[config.mk]
export PLATFORM = sky130hd
export DESIGN_NAME = uart_rx_frame_counter
export DESIGN_NICKNAME = d
export VERILOG_FILES = /design/src/rtl/uart_rx_frame_counter.sv
export SDC_FILE = /design/constraint.sdc
export NUM_CORES = 1
export LEC_CHECK = 0
export BUFFER_PORTS_ARGS = -buffer_cell sky130_fd_sc_hd__buf_2
export CORE_MARGIN = 3
export CORE_UTILIZATION = 53
export DETAILED_ROUTE_END_ITERATION = 8
export GPL_ROUTABILITY_DRIVEN = 0
export GPL_TIMING_DRIVEN = 0
export HOLD_SLACK_MARGIN = 0.12
export PLACE_DENSITY = 0.76
export SYNTH_ARGS = -nofsm -noshare
export SYNTH_HDL_FRONTEND = slang
export SYNTH_SLANG_ARGS = --single-unit
[constraint.sdc]
create_clock -name CLK -period 2 [get_ports CLK]
set_input_delay 0.2 -clock CLK [delete_from_list [all_inputs] [get_ports CLK]]
set_output_delay 0.2 -clock CLK [all_outputs]
set_load 0.01 [all_outputs]
[src/rtl/uart_rx_frame_counter.sv]
// UART Rx oversampling edge/bit counter with sample, bit and frame strobes.
// Define UART_RX_CNT_TRIPLE_SAMPLE_EN for three sample points per bit.
module uart_rx_frame_counter #(
    parameter int PRESCALE_WIDTH = 6,
    parameter int BIT_CNT_WIDTH  = 4
) (
    input  logic                      CLK,
    input  logic                      RST,
    input  logic                      Count_En,
    input  logic [PRESCALE_WIDTH-1:0] Prescale,
    input  logic [3:0]                Data_Len,
    input  logic                      Par_En,
    input  logic                      Stop2,
    output logic [PRESCALE_WIDTH-1:0] Edge_Cnt,
    output logic [BIT_CNT_WIDTH-1:0]  Bit_Cnt,
    output logic                      Sample_Strobe,
    output logic [1:0]                Sample_Idx,
    output logic                      Bit_Done,
    output logic                      Frame_Done,
    output logic                      Cfg_Err
);

    typedef enum logic {IDLE, COUNT} state_t;

    state_t                    state;
    logic [PRESCALE_WIDTH-1:0] prescale_q;
    logic [BIT_CNT_WIDTH-1:0]  last_bit_q;
    logic [BIT_CNT_WIDTH-1:0]  last_bit;
    logic [PRESCALE_WIDTH-1:0] mid;
    logic                      cfg_ok;
    logic                      active;

    // Index of the final stop bit: L-1 = 1 + Data_Len + Par_En + Stop2
    assign last_bit = BIT_CNT_WIDTH'(Data_Len) + BIT_CNT_WIDTH'(1)
                    + BIT_CNT_WIDTH'(Par_En) + BIT_CNT_WIDTH'(Stop2);

    assign cfg_ok = (Prescale >= PRESCALE_WIDTH'(4))
                 && (Data_Len >= 4'd5) && (Data_Len <= 4'd8);

    always_ff @(posedge CLK or negedge RST) begin
        if (!RST) begin
            state      <= IDLE;
            Edge_Cnt   <= '0;
            Bit_Cnt    <= '0;
            Cfg_Err    <= 1'b0;
            prescale_q <= '0;
            last_bit_q <= '0;
        end else if (!Count_En) begin
            state    <= IDLE;
            Edge_Cnt <= '0;
            Bit_Cnt  <= '0;
            Cfg_Err  <= 1'b0;
        end else begin
            case (state)
                IDLE: begin
                    // A rejected config stays rejected until Count_En drops
                    if (!Cfg_Err) begin
                        prescale_q <= Prescale;
                        last_bit_q <= last_bit;
                        if (cfg_ok) begin
                            state    <= COUNT;
                            Edge_Cnt <= PRESCALE_WIDTH'(1);
                            Bit_Cnt  <= '0;
                        end else begin
                            Cfg_Err <= 1'b1;
                        end
                    end
                end
                COUNT: begin
                    if (Edge_Cnt == prescale_q) begin
                        Edge_Cnt <= PRESCALE_WIDTH'(1);
                        if (Bit_Cnt == last_bit_q)
                            Bit_Cnt <= '0;
                        else
                            Bit_Cnt <= Bit_Cnt + BIT_CNT_WIDTH'(1);
                    end else begin
                        Edge_Cnt <= Edge_Cnt + PRESCALE_WIDTH'(1);
                    end
                end
                default: state <= IDLE;
            endcase
        end
    end

    assign active     = (state == COUNT) && Count_En;
    assign mid        = prescale_q >> 1;
    assign Bit_Done   = active && (Edge_Cnt == prescale_q);
    assign Frame_Done = Bit_Done && (Bit_Cnt == last_bit_q);

`ifdef UART_RX_CNT_TRIPLE_SAMPLE_EN
    always_comb begin
        Sample_Strobe = 1'b0;
        Sample_Idx    = 2'd0;
        if (active) begin
            unique case (1'b1)
                (Edge_Cnt == mid - PRESCALE_WIDTH'(1)): begin
                    Sample_Strobe = 1'b1;
                    Sample_Idx    = 2'd0;
                end
                (Edge_Cnt == mid): begin
                    Sample_Strobe = 1'b1;
                    Sample_Idx    = 2'd1;
                end
                (Edge_Cnt == mid + PRESCALE_WIDTH'(1)): begin
                    Sample_Strobe = 1'b1;
                    Sample_Idx    = 2'd2;
                end
                default: ;
            endcase
        end
    end
`else
    assign Sample_Strobe = active && (Edge_Cnt == mid);
    assign Sample_Idx    = 2'd0;
`endif

endmodule

==> qor.csv <==
metric,value,unit
status,finished clean,
DPL Wire Length,2246,um
combinational share of power,0.296,
Buffers & Inverters on Critical Path,2,
clock-pin slew on the worst setup and hold paths,0.12,ns
"Cell Area, Placed",0.001585,mm2
first-pass GRT wire length,4878,um
proportion of layout cells with a drive suffix above 1,0.3046,
"commonest non-fill, non-tap cells in the layout","buf_2 (30), dfrtp_1 (21), inv_1 (14)",
"Cell Area, Synth",0.001404,mm2
final period utilization,0.9517,
fin area,0.001665,mm2
total wire length,2963,um
clock network power share,0.182,
Max stage delay on crit path,0.40,ns
Synth Area in Compound Gates,0.1702,
TritonCTS clock tree,yes,
grt ovf,0,
switching pwr,370.2,uW
CP Cell Sequence,buf_6 > xnor2_4 > and4_4 > nand2_1 > nor3_1 > buf_2,
drt wl/cell,14.52,um
worst skew pair latency,0.30,ns
# Post-CTS Setup Buffers,0,
"most common cell after layout, fill and taps aside",buf_2,
Routed Antenna Nets,0,
# IOs,31,
leakage power,0.7370,nW
Top delay family on crit path,simple AND/OR/NAND/NOR gates,
fmax,525.4,MHz
Synth Warn #,0,
min-delay worst type,input port to flop,
vias per inst,5.667,
Vias,1156,
CTS buffer count,3,
crit path max fanout,9,
measured slew at the worst slew-check pin,0.5566,ns
nets@finish,197,
clk buf depth,2,
Crit Path Category,flop to output port,
"Arr. time, crit path",1.70,ns
Port Buffers,28,
min cycle time layout,1.903,ns
sw frac,0.3325,
starting density of the core,0.5616,
die area,0.003302,mm2
Max Cap Viol,0,
GR Util All Layers,0.1860,
Flop pwr share,0.521,
"Distinct cells, synth",41,
H-tree depth,1,
clock sinks,22,
Hold Fails Final Rpt,0,
leading area contributor after synthesis,dfrtp_1,
share of the synthesized area in the top cell type,0.3922,
critical path launch point type,flop,
maximum VDD drop,0.0005619,V
multiplexer share of the synthesized area,0.06417,
final setup fails,0,
"Avg Cell Area, Syn",10.03,um2
post-synthesis sequential area ratio,0.3922,
post-synthesis xor/xnor area fraction,0.1123,
Clock Skew,0.006551,ns
Die X,57.47,um
P&R area growth vs syn,18.63,%
main combinational cell family by area after synthesis,compound AO/OA/AOI/OAI gates,
vias in the first global route,1110,
Post-synth EDFFs,0,
Die Y,57.47,um
CTS root buf,clkbuf_4,
Pint,743.0,uW
ranking of synthesized cells by area,"dfrtp_1 (39%), xnor2_1 (9.4%), mux2_2 (6.4%)",
Post-Synth Simple-Gate Area,0.1283,
ant diodes,0,
asr flop ratio synth,1.000,
slew margin rel.,0.6241,
Adder-Cell Fraction of Synth Area,0.05882,
pwr dens,668.5,mW/mm2
CP endpoint kind,output port,
Design Power,1.113,mW
DRT iter0 DRCs,20,
Critical Path RT,1.80,ns
Yosys reg bits,22,
largest net degree at the start of global routing,23,
CORE AREA,0.002500,mm2
Post-Synthesis Cells,140,
First-pass DRT Iterations,4,
cell row count,18,
worst hold margin,0.1445,ns
initial antenna violation count,0,
Max Transition Viols Final,0,
"Top FF cell, synth",dfrtp_1,
drc violations,0,
critical path's slowest cell,dfrtp_1,
worst reg2reg max path: stages, from the launching register on:
cell and delay (ns):
dfrtp_1 0.46, nor2b_1 0.20, and2_1 0.20, buf_2 0.25, mux2_2 0.37
worst paths after layout:
| path | from | to | slack (ns) | depth (start not counted) |
|---|---|---|---|---|
| min | Prescale[3] | prescale_q[3]$_DFFE_PN0P_ | 0.14 | 2 |
| max | Edge_Cnt[3]$_DFFE_PN0P_ | Frame_Done | 0.1 | 6 |
| min in group asynchronous | RST | Bit_Cnt[3]$_DFFE_PN0P_ | 0.37 | 2 |
| max in group asynchronous | RST | Edge_Cnt[0]$_DFFE_PN0P_ | 1.27 | 2 |
| min reg2reg | last_bit_q[3]$_DFFE_PN0P_ | last_bit_q[3]$_DFFE_PN0P_ | 0.56 | 2 |
| max reg2reg | state$_DFF_PN0_ | last_bit_q[1]$_DFFE_PN0P_ | 0.42 | 4 |
synth_stat cells (all sizes together), types with 2 or more instances:
master   n
mux2     8
buf      6
and2     2
nor3     2
o22ai    2
nor2     7
o21ai    5
xor2     3
a211o    2
nand3    4
inv     14
and3     2
nor2b    2
o221ai   5
nand2    4
xnor2   15
ha       5
dfrtp   22
a41oi    3
a31oi    2
nand4    5
a21oi    4
registers in the layout, indices dropped and copies added (netlist names):
signal,flops
Bit_Cnt,4
Cfg_Err,1
Edge_Cnt,6
last_bit_q,4
prescale_q,6
state,1
power by group through the flow:
stage          clock (mW)  sequential, mW  combinational, mW
2_1_floorplan           0           0.570              0.226
3_3_place_gp            0           0.578              0.294
3_5_place_dp            0           0.582              0.309
4_1_cts             0.207           0.574              0.326
5_1_grt             0.225           0.590              0.362
6_report            0.203           0.580              0.330
layout make-up:
class	count	area (um2)
plain buffers	6	40.04
multi-input cells	98	790.8
inverters	14	52.55
well taps	30	37.54
fillers	203	834.6
flip-flops and latches	22	551.8
clock buffers	3	22.52
repair buffers	31	170.2
cells by family after synthesis:
kind of cell,after synthesis
multiplexers,8
other,1
flip-flops,22
AO/OA/AOI/OAI,31
adder cells (fa/ha/maj),6
buffers and inverters,21
XOR/XNOR,18
AND/OR/NAND/NOR,33
per-layer routing:
layer	part of all wire	wire length (um)	track usage	up-vias
li1	-	-	-	573
met3	0.030	88	0.02941	2
met1	0.45	1341	0.2468	565
met2	0.51	1519	0.3113	16
met4	0.0044	13	0.05629	0
met5	0	0	0	-
metrics by stage:
step,std cells,utilization,TNS (ns),setup slack (ns)
floorplan,141,-,0,0.3046
global placement,199,0.6341,0,0.2031
detailed placement,199,0.6341,0,0.1909
CTS,205,0.6612,0,0.01362
global route,204,0.6662,-0.007497,-0.006311
finish,204,0.6662,0,0.09655
what timing repair did:
action | 4_1_cts | 5_1_grt
pin swaps | 1 | 4
gates resized for setup | 3 | 4
hold buffers | 3 | 0
setup endpoints to repair | 2 | 2
hold endpoints to repair | 24 | 0
Note: power is estimated with default switching activity, not from simulation.
